$ cat src/rtl/alu_issue_ctrl_pkg.sv
// alu_issue_ctrl_pkg: opcodes, phase and width constants shared by the issue stage
package alu_issue_ctrl_pkg;
  localparam int DW = 4;
  localparam logic [2:0] OP_RESET = 3'b000;
  localparam logic [2:0] OP_XNOR  = 3'b001;
  localparam logic [2:0] OP_SUB   = 3'b010;
  localparam logic [2:0] OP_NAND  = 3'b011;
  localparam logic [2:0] OP_ADD   = 3'b100;
  localparam logic [2:0] OP_NOP   = 3'b111;
  localparam logic [1:0] PHASE_LAST = 2'd3;
  typedef struct packed {
    logic [2:0]    op;
    logic [DW-1:0] a;
    logic [DW-1:0] b;
  } instr_t;
endpackage

$ cat src/rtl/alu_issue_ctrl_if.sv
// alu_issue_ctrl_if: instruction, ALU and result channels of the issue stage
interface alu_issue_ctrl_if;
  import alu_issue_ctrl_pkg::*;
  logic          in_valid, in_ready;
  logic [DW-1:0] in_a, in_b;
  logic [2:0]    in_op;
  logic [DW-1:0] alu_a, alu_b, alu_c;
  logic [2:0]    alu_op;
  logic          alu_carr, alu_sign, alu_zero;
  logic          res_valid, res_ready;
  logic [DW-1:0] res_c;
  logic          res_carr, res_sign, res_zero;
  logic [2:0]    res_op;
  modport slave (
    input  in_valid, in_a, in_b, in_op, alu_c, alu_carr, alu_sign, alu_zero, res_ready,
    output in_ready, alu_a, alu_b, alu_op, res_valid, res_c, res_carr, res_sign, res_zero, res_op
  );
  modport master (
    output in_valid, in_a, in_b, in_op, alu_c, alu_carr, alu_sign, alu_zero, res_ready,
    input  in_ready, alu_a, alu_b, alu_op, res_valid, res_c, res_carr, res_sign, res_zero, res_op
  );
endinterface

$ cat src/rtl/alu_issue_ctrl_fifo.sv
// alu_issue_fifo: synchronous instruction FIFO with full flag and occupancy count
module alu_issue_fifo
  import alu_issue_ctrl_pkg::*;
#(
  parameter int DEPTH = 4
) (
  input  logic                     clk,
  input  logic                     rst,
  input  logic                     i_push,
  input  logic                     i_pop,
  input  instr_t                   i_din,
  output instr_t                   o_dout,
  output logic                     o_full,
  output logic [$clog2(DEPTH):0]   o_count
);
  localparam int AW = $clog2(DEPTH);
  localparam logic [AW:0] FULL = (AW+1)'(DEPTH);
  instr_t      r_mem [DEPTH];
  logic [AW:0] r_wr, r_rd;
  always_ff @(posedge clk)
    if (i_push) r_mem[r_wr[AW-1:0]] <= i_din;
  always_ff @(posedge clk) begin
    if (rst) begin
      r_wr <= '0;
      r_rd <= '0;
    end else begin
      if (i_push) r_wr <= r_wr + (AW+1)'(1);
      if (i_pop) r_rd <= r_rd + (AW+1)'(1);
    end
  end
  assign o_count = r_wr - r_rd;
  assign o_full  = o_count == FULL;
  assign o_dout  = r_mem[r_rd[AW-1:0]];
endmodule

$ cat src/rtl/alu_issue_ctrl.sv
// alu_issue_ctrl: queues instructions, issues them on aligned 4-phase ALU windows and captures results
module alu_issue_ctrl
  import alu_issue_ctrl_pkg::*;
#(
  parameter int         DEPTH  = 4,
  parameter logic [2:0] NOP_OP = OP_NOP
) (
  input  logic              clk,
  input  logic              rst,
  alu_issue_ctrl_if.slave   bus,
  output logic              busy
);
  logic [1:0]           r_phase = 2'd0;
  logic [DW-1:0]        r_alu_a, r_alu_b, r_res_c;
  logic [2:0]           r_alu_op, r_cap_op, r_res_op;
  logic                 r_in_flight, r_done, r_pend;
  logic                 r_res_valid, r_res_carr, r_res_sign, r_res_zero;
  instr_t               w_head;
  logic                 w_full, w_empty, w_push, w_last, w_first, w_free, w_issue, w_cap;
  logic [$clog2(DEPTH):0] w_count;
  alu_issue_fifo #(.DEPTH(DEPTH)) u_fifo (
    .clk(clk), .rst(rst), .i_push(w_push), .i_pop(w_issue),
    .i_din({bus.in_op, bus.in_a, bus.in_b}), .o_dout(w_head), .o_full(w_full), .o_count(w_count)
  );
  assign w_empty = w_count == '0;
  assign w_push  = bus.in_valid && !w_full;
  assign w_last  = r_phase == PHASE_LAST;
  assign w_first = r_phase == 2'd0;
  assign w_free  = !r_res_valid || bus.res_ready;
  assign w_issue = w_last && !w_empty && !r_pend && w_free;
  assign w_cap   = w_free && (r_pend || (w_first && r_done));
  // Phase stays out of reset so it keeps lockstep with the ALU's own sequencer.
  always_ff @(posedge clk) r_phase <= r_phase + 2'd1;
  always_ff @(posedge clk) begin
    if (rst) begin
      r_alu_a     <= '0;
      r_alu_b     <= '0;
      r_alu_op    <= NOP_OP;
      r_cap_op    <= '0;
      r_in_flight <= 1'b0;
      r_done      <= 1'b0;
      r_pend      <= 1'b0;
      r_res_valid <= 1'b0;
      r_res_c     <= '0;
      r_res_carr  <= 1'b0;
      r_res_sign  <= 1'b0;
      r_res_zero  <= 1'b0;
      r_res_op    <= '0;
    end else begin
      if (w_last) begin
        r_alu_op    <= w_issue ? w_head.op : NOP_OP;
        r_alu_a     <= w_issue ? w_head.a : r_alu_a;
        r_alu_b     <= w_issue ? w_head.b : r_alu_b;
        r_in_flight <= w_issue;
        r_done      <= r_in_flight;
        r_cap_op    <= r_in_flight ? r_alu_op : r_cap_op;
      end else if (w_first) r_done <= 1'b0;
      // A window that cannot be captured leaves the ALU on NOP, so its outputs stay valid.
      r_pend      <= w_cap ? 1'b0 : (r_pend || (w_first && r_done));
      r_res_valid <= w_cap || (r_res_valid && !bus.res_ready);
      if (w_cap) begin
        r_res_c    <= bus.alu_c;
        r_res_carr <= bus.alu_carr;
        r_res_sign <= bus.alu_sign;
        r_res_zero <= bus.alu_zero;
        r_res_op   <= r_cap_op;
      end
    end
  end
  assign bus.in_ready  = !w_full;
  assign bus.alu_a     = r_alu_a;
  assign bus.alu_b     = r_alu_b;
  assign bus.alu_op    = r_alu_op;
  assign bus.res_valid = r_res_valid;
  assign bus.res_c     = r_res_c;
  assign bus.res_carr  = r_res_carr;
  assign bus.res_sign  = r_res_sign;
  assign bus.res_zero  = r_res_zero;
  assign bus.res_op    = r_res_op;
  assign busy = !w_empty || r_in_flight || r_done || r_pend;
endmodule
$ cat src/flat_wrapper.sv
// flat-port wrapper written by rule: the top's interface ports become plain ports
module alu_issue_ctrl_flat import alu_issue_ctrl_pkg::*;
#(
  parameter int         DEPTH  = 4,
  parameter logic [2:0] NOP_OP = OP_NOP
)
  (clk, rst, busy, bus_in_valid, bus_in_a, bus_in_b, bus_in_op, bus_alu_c, bus_alu_carr, bus_alu_sign, bus_alu_zero, bus_res_ready, bus_in_ready, bus_alu_a, bus_alu_b, bus_alu_op, bus_res_valid, bus_res_c, bus_res_carr, bus_res_sign, bus_res_zero, bus_res_op);
  alu_issue_ctrl_if bus_i ();
  input  logic clk;
  input  logic rst;
  output logic busy;
  input wire logic [$bits(bus_i.in_valid)-1:0] bus_in_valid;
  input wire logic [$bits(bus_i.in_a)-1:0] bus_in_a;
  input wire logic [$bits(bus_i.in_b)-1:0] bus_in_b;
  input wire logic [$bits(bus_i.in_op)-1:0] bus_in_op;
  input wire logic [$bits(bus_i.alu_c)-1:0] bus_alu_c;
  input wire logic [$bits(bus_i.alu_carr)-1:0] bus_alu_carr;
  input wire logic [$bits(bus_i.alu_sign)-1:0] bus_alu_sign;
  input wire logic [$bits(bus_i.alu_zero)-1:0] bus_alu_zero;
  input wire logic [$bits(bus_i.res_ready)-1:0] bus_res_ready;
  output wire logic [$bits(bus_i.in_ready)-1:0] bus_in_ready;
  output wire logic [$bits(bus_i.alu_a)-1:0] bus_alu_a;
  output wire logic [$bits(bus_i.alu_b)-1:0] bus_alu_b;
  output wire logic [$bits(bus_i.alu_op)-1:0] bus_alu_op;
  output wire logic [$bits(bus_i.res_valid)-1:0] bus_res_valid;
  output wire logic [$bits(bus_i.res_c)-1:0] bus_res_c;
  output wire logic [$bits(bus_i.res_carr)-1:0] bus_res_carr;
  output wire logic [$bits(bus_i.res_sign)-1:0] bus_res_sign;
  output wire logic [$bits(bus_i.res_zero)-1:0] bus_res_zero;
  output wire logic [$bits(bus_i.res_op)-1:0] bus_res_op;
  assign bus_i.in_valid = bus_in_valid;
  assign bus_i.in_a = bus_in_a;
  assign bus_i.in_b = bus_in_b;
  assign bus_i.in_op = bus_in_op;
  assign bus_i.alu_c = bus_alu_c;
  assign bus_i.alu_carr = bus_alu_carr;
  assign bus_i.alu_sign = bus_alu_sign;
  assign bus_i.alu_zero = bus_alu_zero;
  assign bus_i.res_ready = bus_res_ready;
  assign bus_in_ready = bus_i.in_ready;
  assign bus_alu_a = bus_i.alu_a;
  assign bus_alu_b = bus_i.alu_b;
  assign bus_alu_op = bus_i.alu_op;
  assign bus_res_valid = bus_i.res_valid;
  assign bus_res_c = bus_i.res_c;
  assign bus_res_carr = bus_i.res_carr;
  assign bus_res_sign = bus_i.res_sign;
  assign bus_res_zero = bus_i.res_zero;
  assign bus_res_op = bus_i.res_op;
  alu_issue_ctrl #(.DEPTH(DEPTH), .NOP_OP(NOP_OP)) u_core (.clk(clk), .rst(rst), .bus(bus_i), .busy(busy));
endmodule
$ cat config.mk
export PLATFORM = sky130hd
export DESIGN_NAME = alu_issue_ctrl_flat
export DESIGN_NICKNAME = d
export VERILOG_FILES = /design/src/rtl/alu_issue_ctrl_pkg.sv /design/src/rtl/alu_issue_ctrl_if.sv /design/src/rtl/alu_issue_ctrl_fifo.sv /design/src/rtl/alu_issue_ctrl.sv /design/src/flat_wrapper.sv
export SDC_FILE = /design/constraint.sdc
export NUM_CORES = 1
export LEC_CHECK = 0
export ABC_AREA = 1
export CAP_MARGIN = 40
export CORE_MARGIN = 8
export CORE_UTILIZATION = 62
export CTS_BUF_LIST = sky130_fd_sc_hd__clkbuf_16
export CTS_CLUSTER_DIAMETER = 120
export DETAILED_ROUTE_END_ITERATION = 12
export DONT_BUFFER_PORTS = 1
export GPL_TIMING_DRIVEN = 0
export PLACE_DENSITY_LB_ADDON = 0.08
export SETUP_SLACK_MARGIN = 0.5
export SKIP_LAST_GASP = 1
export SLEW_MARGIN = 10
export SYNTH_ARGS = -nofsm -noshare
export SYNTH_HDL_FRONTEND = slang
export SYNTH_HIERARCHICAL = 1
export SYNTH_SLANG_ARGS = --single-unit
$ cat constraint.sdc
create_clock -name clk -period 3 [get_ports clk]
set_input_delay 0.45 -clock clk [delete_from_list [all_inputs] [get_ports clk]]
set_output_delay 0.45 -clock clk [all_outputs]
set_load 0.01 [all_outputs]
==> summary.md, run 1 <==
| Metric | Value |
|---|---|
| Antenna violations before repair | `0` |
| Die W | `90.46 µm` |
| Syn avg cell area | `9.764 µm²` |
| Drt via density | `5.077` |
| Skew-Pair Late Insertion Delay | `0.33 ns` |
| Core area | `0.005439 mm²` |
| Worst-path clk slew | `0.06 ns` |
| Prevailing post-synth register cell | `edfxtp_1` |
| Detailed-route via count | `2244` |
| LEAKAGE | `1.581 nW` |
| CTS root buf | `clkbuf_16` |
| Area Overhead vs Synth | `13.43%` |
| Distinct cells, synth | `24` |
| Rel. slew slack | `65.66%` |
| Avg WL per Cell | `14.35 µm` |
| Port Buf Inserts | `0` |
| Period utilization | `81.87%` |
| WP data required | `2.55 ns` |
| Pin count of the biggest net entering global routing | `14` |
| Synth area leaders | `edfxtp_1 38%, dfxtp_1 22%, inv_1 6.2%, nand2_1 6.1%, nor2_1 5.0%` |
| Routability cong. | `0.7588` |
| CP Max Fanout | `3` |
| Mapped Nets | `383` |
| Routed WL | `6341 µm` |
| Status | `completed` |
| Routed Antenna Nets | `0` |
| Critical path buffer and inverter count | `5` |
| Yosys top cell area share | `38.44%` |
| Pre-antenna DRT Iters | `6` |
| Fmax | `407.1 MHz` |
| Io pins | `46` |
| Initial Util | `63.19%` |
| GRT overflow | `0` |
| Ant diodes | `0` |
| CTS max path bufs | `2` |
| Max-slew violations | `0` |
| Critical Path Sink Type | `output pin` |
| Min-delay worst type | `in2reg` |
| FF+latch count, synth | `82` |
| Vias in the first global route | `2160` |
| Max Cap Violations | `0` |
| Drt drc | `0` |
| CTS tree | `yes` |
| Asr flop ratio synth | `0%` |
| Setup TNS | `0 ns` |
| Max stage delay on crit path | `0.37 ns` |
| CTS sink count | `82` |
| Worst slew pin tran | `0.5146 ns` |
| Mapped Cells | `352` |
| Hold Vio Cnt, Final | `0` |
| Num CTS Buffers | `9` |
| Worst Skew | `0.005126 ns` |
| Final Util | `71.68%` |
| VDD IR max | `0.6962 mV` |
| Worst Path Arrival | `2.01 ns` |
| Crit-path cells | `inv_4, ha_4, fa_2, inv_2, nand2_1, nand2_1, nand2_1, nand2_1, inv_1, inv_2, nand2_2, buf_6, nor3_2, nand2_1` |
| Number of flops mapped to enable cells by yosys | `44` |
| Total power draw | `0.002479 W` |
| Die height | `90.46 µm` |
| Crit path max-delay family | `adder cells` |
| Final setup viols | `0` |
| Critical path class | `reg2out` |
| Most frequent cells after synthesis | `57 x inv_1, 56 x nand2_1, 46 x nor2_1` |
| PwrDens | `635.9 mW/mm²` |
| Yosys top cell by area | `edfxtp_1` |
| GRT Total Usage | `16.19%` |
| First-pass GRT wire length | `10320 µm` |
| Ratio of cells with drive above 1 in the final layout | `14.05%` |
| Post-synthesis sequential area ratio | `60.58%` |
| Most common cell in the netlist | `inv_1` |
| Syn Std Cell Area | `0.003437 mm²` |
| CP Launch Type | `register` |
| Post-DP HPWL | `4340 µm` |
| H-tree depth | `3` |
| Syn. warnings | `6` |
| Slowest cell on the critical path | `fa_2` |
| Minimum clock period | `2.456 ns` |
| RSZ-0062 raised after global routing | `true` |
| FP Rows | `27` |
| Crit path top cell by count | `nand2_1` |
| Full die area | `0.008182 mm²` |
| Nets@finish | `397` |
| Iteration-0 DRC Markers | `145` |
| Filler cells | `395` |
metal layers:
| layer | share of wire (%) | GRT usage [%] | up-vias |
|---|---|---|---|
| met4 | 1.3 | 8.183 | 0 |
| met1 | 41 | 18.08 | 1013 |
| li1 | - | - | 1160 |
| met5 | 0 | 0 | - |
| met3 | 8.2 | 5.985 | 9 |
| met2 | 49 | 26.56 | 62 |
cell type report:
cell class              count  area [µm²]  area share, %
plain buffers              16       140.1          3.594
repair buffers              3       22.52         0.5777
multi-input cells         196        1026          26.32
well taps                  72       90.09          2.311
clock buffers               9       225.2          5.777
inverters                  58       227.7          5.841
flip-flops and latches     82        2083          53.43
clock inverters             6       83.83          2.150
logic make-up after synthesis:
group                      synth area share, %
xor gates and xnor gates                0.5097
adders and majority gates                3.495
and+or+nand+nor                          13.91
buffers and inverters                    10.23
DFF                                      60.58
AOI/OAI and AO/OA                        11.29
layout by cell type, fill, tap and decap left out, drive strengths merged:
master | synthesis | final
a21oi | 29 | 29
buf | 15 | 18
bufinv | 0 | 2
clkbuf | 1 | 10
clkinv | 1 | 1
clkinvlp | 0 | 5
dfxtp | 38 | 38
edfxtp | 44 | 44
fa | 1 | 1
ha | 8 | 8
inv | 57 | 56
nand2 | 57 | 57
nand3 | 10 | 10
nand3b | 3 | 3
nor2 | 47 | 47
nor3 | 2 | 2
o211ai | 11 | 11
o21ai | 26 | 26
xnor2 | 2 | 2
sequential cells by signal, indices dropped and copies added, names as in the netlist, 3 cells and up, named ones only:
| register | count |
|---|---|
| u_core/bus.alu_b | 4 |
| u_core/bus.alu_a | 4 |
| u_core/u_fifo/r_wr | 3 |
| u_core/bus.res_op | 3 |
| u_core/u_fifo/r_mem | 44 |
| u_core/bus.res_c | 4 |
| u_core/bus.alu_op | 3 |
| u_core/r_cap_op | 3 |
| u_core/u_fifo/r_rd | 3 |
where the power goes:
group / switching (W) / internal (W) / leakage, nW / total (W)
Combinational: 0.0000800 / 0.0000415 / 0.724 / 0.000122
Clock: 0.000408 / 0.000718 / 0.145 / 0.00113
Sequential: 0.0000115 / 0.00122 / 0.712 / 0.00123
Total: 0.000500 / 0.00198 / 1.58 / 0.00248
worst register-to-register path, delay by kind of cell (launching register included):
| family | cells | cell delay [ns] |
|---|---|---|
| adders and majority gates | 2 | 0.52 |
| and+or+nand+nor | 7 | 0.43 |
| buffers and inverters | 4 | 0.66 |
| DFF | 1 | 0.35 |
stage by stage:
step,area [µm²],hold slack (ns),worst slack [ns],instances
4_1_cts,3879,0.1786,0.5033,442
3_5_place_dp,3527,0.4069,0.4006,424
2_1_floorplan,3437,0.3801,0.7342,352
5_1_grt,3899,0.1768,0.4222,442
6_report,3899,0.1843,0.5438,442
3_3_place_gp,3527,0.3892,0.4456,424
final timing paths:
kind,start,to,slack (ns),cells after the start
setup reg to reg,u_core/u_fifo/r_wr[0]$_SDFFE_PP0P_,u_core/u_fifo/r_mem[0][1]$_DFFE_PP_,0.66,13
hold / removal,rst,u_core/u_fifo/r_wr[0]$_SDFFE_PP0P_,0.18,1
hold reg to reg,u_core/r_phase[0]$_DFF_P_,u_core/r_phase[0]$_DFF_P_,0.43,1
setup / recovery,u_core/u_fifo/r_wr[0]$_SDFFE_PP0P_,busy,0.54,14
what timing repair did:
item	4_1_cts	5_1_grt
buffers inserted	3	0
hold endpoints to repair	0	0
pin swaps	2	3
hold buffers	0	0
setup endpoints to repair	45	34
gates resized for setup	7	7
No activity file was read; power rests on OpenSTA's default activity.
==> run 2, diff against run 1 <==
- clock period: 3 -> 2.3 ns (I/O delays scaled with it)
==> summary.md, run 2 (synthesis results as in run 1) <==
| Metric | Value |
|---|---|
| Status | `finished with violations` |
| Failing checks | `setup timing` |
| H-tree depth | `3 (unchanged)` |
| Rel. slew slack | `77.05% (+11 points)` |
| Final Util | `79.41% (+7.7 points)` |
| Pin count of the biggest net entering global routing | `15 (+1)` |
| CTS sink count | `82 (unchanged)` |
| Finished Layout Cells | `460 (+4.1%)` |
| GRT overflow | `0 (unchanged)` |
| Full die area | `0.008182 mm² (unchanged)` |
| Avg WL per Cell | `16.38 µm (+14%)` |
| CTS max path bufs | `2 (unchanged)` |
| Most frequent cells in the layout | `47 x inv_1, 47 x nand2_1, 44 x edfxtp_1` |
| CP Max Fanout | `3 (unchanged)` |
| Die height | `90.46 µm (unchanged)` |
| WHS | `0.07189 ns (-0.1124 ns)` |
| Area Overhead vs Synth | `25.66%` |
| Period utilization | `103.5%` |
| Port Buf Inserts | `0 (unchanged)` |
| Drt via density | `5.339 (+5.2%)` |
| Antenna violations before repair | `0 (unchanged)` |
| Critical path class | `reg2out` |
| First-pass GRT wire length | `12140 µm (+18%)` |
| Max reg flops | `44 (unchanged)` |
| Post-DP HPWL | `4386 µm (+1.1%)` |
| Initial Util | `63.19% (unchanged)` |
| Minimum clock period | `2.380 ns` |
| Hold Vio Cnt, Final | `0 (unchanged)` |
| Setup TNS | `-0.1374 ns (-0.1374 ns)` |
| Worst Path Arrival | `2.03 ns (+0.02 ns)` |
| Nets@finish | `414 (+4.3%)` |
| Iteration-0 DRC Markers | `182 (+26%)` |
| CTS tree | `yes` |
| Hold Buf Count CTS | `0 (unchanged)` |
| Routed Antenna Nets | `0 (unchanged)` |
| CTS root buf | `clkbuf_16` |
| Fmax | `420.2 MHz` |
| LEAKAGE | `1.725 nW (+9.1%)` |
| CP Launch Type | `register` |
| Io pins | `46 (unchanged)` |
| FP Rows | `27 (unchanged)` |
| WP data required | `1.96 ns (-0.59 ns)` |
| Vias in the first global route | `2399 (+11%)` |
| Max Cap Violations | `0 (unchanged)` |
| Pre-antenna DRT Iters | `5 (-1)` |
| PwrDens | `738.5 mW/mm² (+16%)` |
| Detailed-route via count | `2456 (+9.4%)` |
| Skew-Pair Late Insertion Delay | `0.33 ns (about the same)` |
| Slack of the critical path | `-0.07990 ns (-0.6237 ns)` |
| Ratio of cells with drive above 1 in the final layout | `26.55% (+12 points)` |
| Ant diodes | `0 (unchanged)` |
| Worst-path clk slew | `0.06 ns (about the same)` |
| Critical Path Sink Type | `output pin` |
| Routed WL | `7534 µm (+19%)` |
| Placed instance count | `424 (unchanged)` |
| Drt drc | `0 (unchanged)` |
| Total power draw | `0.003190 W (+29%)` |
| Core area | `0.005439 mm² (unchanged)` |
| Min-delay worst type | `in2reg` |
| Die W | `90.46 µm (unchanged)` |
| Worst slew pin tran | `0.3443 ns (-0.1703 ns)` |
| Routability cong. | `0.7566 (-0.29%)` |
| GRT Total Usage | `18.73% (+2.5 points)` |
| RSZ-0062 raised after global routing | `true` |
| VDD IR max | `0.5975 mV (-14%)` |
| Max-slew violations | `0 (unchanged)` |
| Final setup viols | `2 (+2)` |
| Num CTS Buffers | `9 (unchanged)` |
| Worst Skew | `0.004775 ns (-0.0003512 ns)` |
## run 2: cell types whose count changed in the layout (fill, tap and decap cells not counted), moves of 3 or more
cell and change:
a21oi_1 -11, a21oi_2 +11, buf_6 +9, clkinv_8 +3, inv_1 -6, inv_2 +3, inv_8 +6, nand2_1 -8
nand2_8 +5, nor2_1 -4, nor2_4 +3
## run 2: area by class of cell
| type | count | area [µm²] |
|---|---|---|
| flip-flops and latches | 82 | 2088 |
| inverters | 58 | 272.8 |
| multi-input cells | 196 | 1220 |
| plain buffers | 16 | 161.4 |
| well taps | 72 | 90.09 |
| clock buffers | 9 | 225.2 |
| fillers | 339 | 1120 |
| repair inverters | 4 | 45.04 |
| repair buffers | 16 | 177.7 |
| clock inverters | 7 | 38.79 |
## run 2: path summary, 6_finish.rpt
path | start | to | slack (ns) | depth (start not counted)
worst max-delay path | u_core/u_fifo/r_rd[0]$_SDFFE_PP0P_ | busy | -0.08 | 8
worst min-delay path | rst | u_core/u_fifo/r_wr[1]$_SDFFE_PP0P_ | 0.07 | 1
worst max register to register | u_core/u_fifo/r_rd[0]$_SDFFE_PP0P_ | u_core/u_fifo/r_mem[3][3]$_DFFE_PP_ | 0.03 | 14
worst min register to register | u_core/r_phase[0]$_DFF_P_ | u_core/r_phase[0]$_DFF_P_ | 0.45 | 1
## run 2: repair_timing
| item | CTS | global route |
|---|---|---|
| endpoints found under the setup margin | 66 | 66 |
| buffers inserted | 13 | 2 |
| pin swaps | 28 | 7 |
| gates cloned | 5 | 0 |
| gates resized for setup | 59 | 23 |
## run 2: metal layers
layer | vias up | global-route usage (%) | part of all wire [%]
met5 | - | 0 | 0
met4 | 0 | 5.548 | 1.2
met3 | 8 | 5.985 | 5.7
met2 | 82 | 31.66 | 51
met1 | 1161 | 22.18 | 42
li1 | 1205 | - | -
## run 2: critical path: stages, from the launching register on
cell and delay [ns]:
dfxtp_2 0.37, ha_4 0.17, fa_2 0.54, inv_1 0.07, nor2_2 0.14, nand2_4 0.07
buf_6 0.12, nor3_2 0.10, nand2_1 0.12
## run 2: stage by stage
stage | worst slack (ns) | cell area, µm²
floorplan | 0.3211 | 3512
global placement | 0.1543 | 3602
detailed placement | 0.1314 | 3602
CTS | -0.08242 | 4212
global route | -0.1737 | 4319
finish | -0.07990 | 4319
## run 2: power breakdown
group          internal, W  switching (W)
clock network     0.000717       0.000551
logic             0.000142       0.000174
registers          0.00159      0.0000157
total              0.00245       0.000740
